$ cat src/rtl/bcd_score_display_counter_pkg.sv
// Shared BCD constants and helpers for the score counter and its display scan.
`define BCD_DIGIT(vec, i) vec[(i)*4 +: 4]

package bcd_score_display_counter_pkg;
  localparam int unsigned BCD_W    = 4;
  localparam logic [3:0]  BCD_NINE = 4'd9;

  function automatic int unsigned score_width(input int unsigned digits);
    return digits * BCD_W;
  endfunction
endpackage

$ cat src/rtl/bcd_score_display_counter_tick.sv
// Free-running modulo-MAX counter; TICK is high during the terminal count cycle.
module tick_divider #(
  parameter int unsigned MAX   = 4,
  parameter int unsigned WIDTH = $clog2(MAX)
) (
  input  logic clk_i,
  input  logic rst_ni,
  output logic tick_o
);
  logic [WIDTH-1:0] cnt_q;
  logic [WIDTH-1:0] cnt_d;

  assign tick_o = (cnt_q == WIDTH'(MAX - 1));

  always_comb begin
    cnt_d = cnt_q + WIDTH'(1);
    if (tick_o) cnt_d = '0;
  end

  always_ff @(posedge clk_i or negedge rst_ni) begin
    if (!rst_ni) cnt_q <= '0;
    else         cnt_q <= cnt_d;
  end
endmodule

$ cat src/rtl/bcd_score_display_counter.sv
// BCD hit counter with saturation, high-score capture and 7-seg digit-scan strobe.
module bcd_score_display_counter
  import bcd_score_display_counter_pkg::*;
#(
  parameter int unsigned DIGITS     = 4,
  parameter int unsigned STROBE_DIV = 100000,
  localparam int unsigned SEL_W     = $clog2(DIGITS),
  localparam int unsigned SW        = score_width(DIGITS)
) (
  input  logic             CLK,
  input  logic             RESET_N,
  input  logic             CLEAR,
  input  logic             TARGET_REACHED,
  input  logic             GAME_OVER,
  output logic [SW-1:0]    SCORE,
  output logic [SW-1:0]    HIGH_SCORE,
  output logic             SATURATED,
  output logic             NEW_HIGH,
  output logic [SEL_W-1:0] STROBE,
  output logic [3:0]       DIGIT_BCD
);
  logic             tr_q;
  logic [SW-1:0]    score_q, score_d, score_inc;
  logic [SW-1:0]    high_q, high_d;
  logic             new_high_q, new_high_d;
  logic [SEL_W-1:0] strobe_q, strobe_d;
  logic [DIGITS:0]  carry;
  logic             hit;
  logic             scan_tick;

  assign hit = TARGET_REACHED & ~tr_q;

  // Ripple increment; carry out of the top digit means every digit is nine.
  assign carry[0] = 1'b1;
  for (genvar g = 0; g < DIGITS; g++) begin : g_digit
    logic [3:0] d;
    assign d            = `BCD_DIGIT(score_q, g);
    assign carry[g+1]   = carry[g] & (d == BCD_NINE);
    assign `BCD_DIGIT(score_inc, g) = carry[g] ? ((d == BCD_NINE) ? 4'd0 : d + 4'd1) : d;
  end

  assign SATURATED = carry[DIGITS];

  tick_divider #(
    .MAX   (STROBE_DIV),
    .WIDTH ($clog2(STROBE_DIV))
  ) u_scan_div (
    .clk_i  (CLK),
    .rst_ni (RESET_N),
    .tick_o (scan_tick)
  );

  always_comb begin
    score_d = score_q;
    if (CLEAR)                   score_d = '0;
    else if (hit && !SATURATED)  score_d = score_inc;
  end

  // Packed BCD orders the same as binary, so a plain magnitude compare suffices.
  always_comb begin
    high_d     = high_q;
    new_high_d = 1'b0;
    if (GAME_OVER && (score_q > high_q)) begin
      high_d     = score_q;
      new_high_d = 1'b1;
    end
  end

  always_comb begin
    strobe_d = strobe_q;
    if (scan_tick) begin
      if (strobe_q == SEL_W'(DIGITS - 1)) strobe_d = '0;
      else                                strobe_d = strobe_q + SEL_W'(1);
    end
  end

  always_ff @(posedge CLK or negedge RESET_N) begin
    if (!RESET_N) begin
      tr_q       <= 1'b0;
      score_q    <= '0;
      high_q     <= '0;
      new_high_q <= 1'b0;
      strobe_q   <= '0;
    end else begin
      tr_q       <= TARGET_REACHED;
      score_q    <= score_d;
      high_q     <= high_d;
      new_high_q <= new_high_d;
      strobe_q   <= strobe_d;
    end
  end

  always_comb begin
    DIGIT_BCD = '0;
    for (int unsigned i = 0; i < DIGITS; i++) begin
      if (strobe_q == SEL_W'(i)) DIGIT_BCD = score_q[i*BCD_W +: BCD_W];
    end
  end

  assign SCORE      = score_q;
  assign HIGH_SCORE = high_q;
  assign NEW_HIGH   = new_high_q;
  assign STROBE     = strobe_q;
endmodule

$ cat config.mk
export PLATFORM = sky130hd
export DESIGN_NAME = bcd_score_display_counter
export DESIGN_NICKNAME = d
export VERILOG_FILES = /design/src/rtl/bcd_score_display_counter_pkg.sv /design/src/rtl/bcd_score_display_counter_tick.sv /design/src/rtl/bcd_score_display_counter.sv
export SDC_FILE = /design/constraint.sdc
export NUM_CORES = 1
export LEC_CHECK = 0
export CAP_MARGIN = 20
export CORE_AREA = 3 3 84 86
export DETAILED_ROUTE_END_ITERATION = 8
export DIE_AREA = 0 0 87 89
export PLACE_DENSITY_LB_ADDON = 0.08
export SLEW_MARGIN = 10
export SYNTH_ARGS = -nofsm -noshare
export SYNTH_HDL_FRONTEND = slang
export SYNTH_HIERARCHICAL = 1
export SYNTH_SLANG_ARGS = --single-unit
$ cat constraint.sdc
create_clock -name CLK -period 2.4 [get_ports CLK]
set_input_delay 0.48 -clock CLK [delete_from_list [all_inputs] [get_ports CLK]]
set_output_delay 0.48 -clock CLK [all_outputs]
set_load 0.02 [all_outputs]
**Yosys cells after proc, flatten, opt, wreduce, memory -nomap -nowiden**

Cells that the tools add are included.

- Register bits: 53
- Bits of input ports: 5
- Output and inout port bits: 40
- Logic and storage cells: 56

- Add/subtract/negate cells: 6
- Magnitude comparators: 1
- Equal/unequal tests: 8
- Muxes and demuxes: 16
- Bitwise operators: 5
- Reduce and logical (&&, ||, !) cells: 11

Operators with widths:

| kind | number |
|---|---|
| 4-bit 2-to-1 mux | 11 |
| 16-bit 2-to-1 mux | 2 |
| 17-bit by 1-bit adder with 17-bit output (second input constant) | 1 |
| 17-bit == test (second input constant) | 1 |
| 17-bit 2-to-1 mux | 1 |
| 4-bit by 1-bit adder with 4-bit output (second input constant) | 4 |
| 4-bit == test (second input constant) | 4 |
| 16-bit > comparator | 1 |
| 2-bit nonzero test | 4 |
| 2-bit AND reduction | 3 |
| 1-bit bitwise AND | 4 |
| 2-bit == test (second input constant) | 2 |
| 2-bit by 1-bit adder with 2-bit output (second input constant) | 1 |
| 2-bit by 1-bit == test with 1-bit output (second input constant) | 1 |
| 1-bit logical AND | 2 |
| 2-bit zero test | 1 |
| 2-bit 2-to-1 mux | 1 |
| 1-bit zero test | 1 |
| 1-bit 2-to-1 mux | 1 |
| 1-bit inverter | 1 |

**Depth between registers and ports, before layout**

- Depth after elaboration: 8
- Mapped depth: 9
- Mapped depth without buffers: 8

**Cells and area by module**

The synthesis kept the hierarchy.

By module, submodules not included:

| module | times used | cells each | area an instance (um2) | sequential area each (um2) |
|---|---|---|---|---|
| bcd_score_display_counter | 1 | 273 | 2468.6 | 900.9 |
| tick_divider | 1 | 74 | 793.3 | 425.4 |

**Worst setup path after synthesis**

No wires, ideal clock.

- Kind: flip-flop to flip-flop
- Start point: reg score_q[12] (netlist: SCORE[12])
- End point: reg high_q[10] (netlist: HIGH_SCORE[10])
- Library setup time: 0.126 ns
- Arrival: 2.060 ns
- Required time: 2.274 ns
- Slack: 0.214 ns
- Stages on the path, launching flop included: 8
- Buffers on the path: 1
- Clock period less this slack: 2.186 ns
- Cell sequence: dfrtp_1 -> ha_1 -> nand4_2 -> nor4_4 -> a22o_4 -> nor4_4 -> buf_6 -> a221o_1

- Cells in the longest elaborated chain, start to end: 2

Ends and longest elaborated chain:

| item | RTL line | text |
|---|---|---|
| start: declaration | bcd_score_display_counter.sv:23 | `logic [SW-1:0] score_q, score_d, score_inc;` |
| start signal: assignment | bcd_score_display_counter.sv:86 | `score_q <= score_d;` |
| 16-bit > comparator | bcd_score_display_counter.sv:63 | `if (GAME_OVER && (score_q > high_q)) begin` |
| 1-bit logical AND | bcd_score_display_counter.sv:63 |  |
| end signal: assignment | bcd_score_display_counter.sv:87 | `high_q <= high_d;` |
| end: declaration | bcd_score_display_counter.sv:24 | `logic [SW-1:0] high_q, high_d;` |

No other way between the ends.
A chain may end at the register's enable or synchronous reset.

**Worst setup path after layout**

- Start point: reg score_q[11] (netlist: SCORE[11])
- End point: reg high_q[2] (netlist: HIGH_SCORE[2])

Same word-level chain as after synthesis.

==> impl_metrics.env <==
export IMPL_timing_worst_slew_pin_value_ns=0.428
export IMPL_cts_buffers=5
export IMPL_finalSetupViolations=0
export IMPL_synthesis_area_per_instance_um2=9.40
export IMPL_grt_max_degree=54
export IMPL_power_per_cell_area_nw_per_um2=450
export IMPL_area_growth_pct=23.7
export IMPL_rsz0062_at_grt="no"
export IMPL_yosysUniqueCellTypes=43
export IMPL_fp_row_count=29
export IMPL_critPathKind="reg -> reg"
export IMPL_place_hpwl_um=5460
export IMPL_period_share_pct=95.8
export IMPL_ys_top_cells_by_count="53 x dfrtp_1, 47 x nand2_1, 29 x ha_1, 29 x nor2_1, 26 x inv_1"
export IMPL_tns_ns=0
export IMPL_n_antenna_cell=0
export IMPL_crit_path_end_kind="flop"
export IMPL_synth_fp_nets=381
export IMPL_cts_sinks=53
export IMPL_drt_iter0_drc=121
export IMPL_ant_nets=0
export IMPL_nNetsFinal=450
export IMPL_die_h_um=89
export IMPL_netlist_area_um2=3260
export IMPL_core_um2=6350
export IMPL_hold_viol=0
export IMPL_fmax_ghz=0.435
export IMPL_finalClockSkew_ns=0.00822
export IMPL_drive_above_1_share_pct=14.4
export IMPL_grt_pass1_wl_um=12600
export IMPL_dp_cells=486
export IMPL_io_pin_count=45
export IMPL_ys_warnings_count=6
export IMPL_initial_core_util_pct=51.4
export IMPL_status="complete, no violations"
export IMPL_dieArea_um2=7740
export IMPL_clock_root_buffer="clkbuf_8"
export IMPL_clock_latency_ns=0.31
export IMPL_grtUsageTotal_pct=20.5
export IMPL_cp_arrival_ns=2.50
export IMPL_via_per_inst=5.63
export IMPL_cts_hold_buffers=0
export IMPL_cts_tree="built"
export IMPL_drtPass1Iterations=4
export IMPL_cts_buffer_depth=2
export IMPL_critPathLaunchType="flop"
export IMPL_slew_headroom_pct=71.4
export IMPL_synthCells=347
export IMPL_synth_seq_cells=53
export IMPL_synth_yosys_seq_area_share_pct=40.7
export IMPL_htreeDepth=2
export IMPL_overflow=0
export IMPL_async_flop_share_pct=100
export IMPL_antenna_found_initial=0
export IMPL_synth_ff_type="dfrtp_1"
export IMPL_port_buffers=44
export IMPL_vias=2781
export IMPL_grt_pass1_vias=2683
export IMPL_route_detailed_drc=0
export IMPL_worstPathMaxFanout=13
export IMPL_netlist_top_cells_area="dfrtp_1 41%, ha_1 11%, nand2_1 5.4%, a221o_1 4.9%, nor2_1 3.3%"
export IMPL_drv_cap=0
export IMPL_post_drt_wl_per_cell_um=14.9
export IMPL_synth_top_area_share_pct=40.7
export IMPL_min_period_ns=2.30
export IMPL_yosysMostFrequentCell="dfrtp_1"
export IMPL_hold_path_class="in -> async"
export IMPL_cts_reportedPaths_clkPinSlew_ns=0.10
export IMPL_post_cts_setup_buffer_count=0
export IMPL_finalWirelength_um=7370
export IMPL_ir_worst_vdd_mv=0.246
export IMPL_final_max_slew_viol_count=0
export IMPL_gp_congestion=0.826
export IMPL_cp_data_required_time_ns=2.60
export IMPL_fin_cells=494
export IMPL_die_w_um=87
export IMPL_synth_edf_count=0
export IMPL_leakage_nw=1.89
export IMPL_synth_largest_area_cell="dfrtp_1"
export IMPL_fillers=540
[path summary, 6_finish.rpt]
kind | cells after the start | from | endpoint | slack, ns
min reg2reg | 1 | u_scan_div/cnt_q[0] | u_scan_div/cnt_q[0] | 0.50
max in group asynchronous | 2 | RESET_N | SCORE[8] | 2.00
max reg2reg | 7 | SCORE[11] | HIGH_SCORE[2] | 0.10
max | 7 | SCORE[11] | HIGH_SCORE[2] | 0.10
min | 2 | RESET_N | HIGH_SCORE[4] | 0.13
min in group CLK | 1 | u_scan_div/cnt_q[0] | u_scan_div/cnt_q[0] | 0.50
[layout make-up]
type	instances	area [um^2]	area share, %
flip-flops and latches	53	1330	32.9
clock buffers	5	68.8	1.71
inverters	26	97.6	2.42
multi-input cells	258	1790	44.4
clock inverters	3	21.3	0.527
well taps	77	96.3	2.39
repair buffers	72	633	15.7
[layout by cell type (no fill, tap or decap), types with 2 or more instances in the layout]
| master | Yosys | layout |
|---|---|---|
| dfrtp_1 | 53 | 52 |
| nand2_1 | 47 | 47 |
| clkdlybuf4s50_1 | 0 | 38 |
| nor2_1 | 29 | 29 |
| ha_1 | 29 | 28 |
| buf_4 | 0 | 27 |
| inv_1 | 26 | 26 |
| a21oi_1 | 19 | 19 |
| o21ai_0 | 16 | 16 |
| a221o_1 | 16 | 16 |
| o22ai_1 | 15 | 15 |
| nand3_1 | 11 | 11 |
| xnor2_1 | 10 | 10 |
| nor3_1 | 7 | 7 |
| xor2_1 | 7 | 7 |
| clkbuf_8 | 0 | 5 |
| nor2b_1 | 5 | 4 |
| or3_1 | 4 | 4 |
| clkbuf_2 | 0 | 4 |
| nand4_1 | 4 | 4 |
| nor4_4 | 3 | 3 |
| nand2b_1 | 3 | 3 |
| o31ai_1 | 3 | 3 |
| a22oi_1 | 2 | 2 |
| nand3b_1 | 2 | 2 |
| and3b_1 | 2 | 2 |
| nand4_2 | 2 | 2 |
| a21o_1 | 2 | 2 |
| nor4_1 | 2 | 2 |
| o21ai_1 | 2 | 2 |
| buf_2 | 3 | 2 |
| or4_1 | 2 | 2 |
| and4_1 | 2 | 2 |
[cell families after synthesis]
logic type                 synth area share, %
DFF                                       40.7
xor gates and xnor gates                  4.56
adders and majority gates                 11.1
buffers and inverters                     4.72
AOI/OAI and AO/OA                         17.6
muxes                                    0.345
and+or+nand+nor                           21.0
[where the power goes]
group	switching [mW]	total, mW	internal, mW
clock	0.316	0.524	0.208
sequential	0.0421	0.961	0.918
combinational	0.179	0.330	0.151
[metrics by stage]
step	setup WS [ns]	hold WS (ns)	utilization [%]	cell area (um^2)	power (mW)
2_1_floorplan	0.214	0.184	-	3260	1.13
3_3_place_gp	0.0927	0.475	62.4	3960	1.30
3_5_place_dp	0.0600	0.488	62.4	3960	1.31
4_1_cts	0.00104	0.152	63.8	4050	1.83
5_1_grt	0.000757	0.168	63.5	4040	1.89
6_report	0.101	0.131	63.5	4040	1.81
[flip-flops by register name (all words and copies together), names as in the netlist]
| signal | count |
|---|---|
| u_scan_div/cnt_q | 17 |
| HIGH_SCORE | 16 |
| SCORE | 16 |
| STROBE | 2 |
| NEW_HIGH | 1 |
| tr_q | 1 |
[critical path: stages (launching register included)]
cell	delay (ns)
dfrtp_1	0.48
ha_1	0.37
nand4_2	0.15
nor4_4	0.37
a22o_4	0.21
nor4_4	0.05
buf_4	0.20
a221o_1	0.36
[layer usage]
layer	track usage [%]	vias up	wire length (um)
met5	0	-	0
met4	6.37	0	77
met3	2.30	5	224
met2	33.3	55	3360
met1	28.9	1341	3710
li1	-	1380	-
[repair_timing]
item | 4_1_cts | 5_1_grt
hold endpoints to repair | 0 | 0
endpoints found under the setup margin | 5 | 5
gates resized for setup | 11 | 12
No activity file was read; power rests on OpenSTA's default activity.
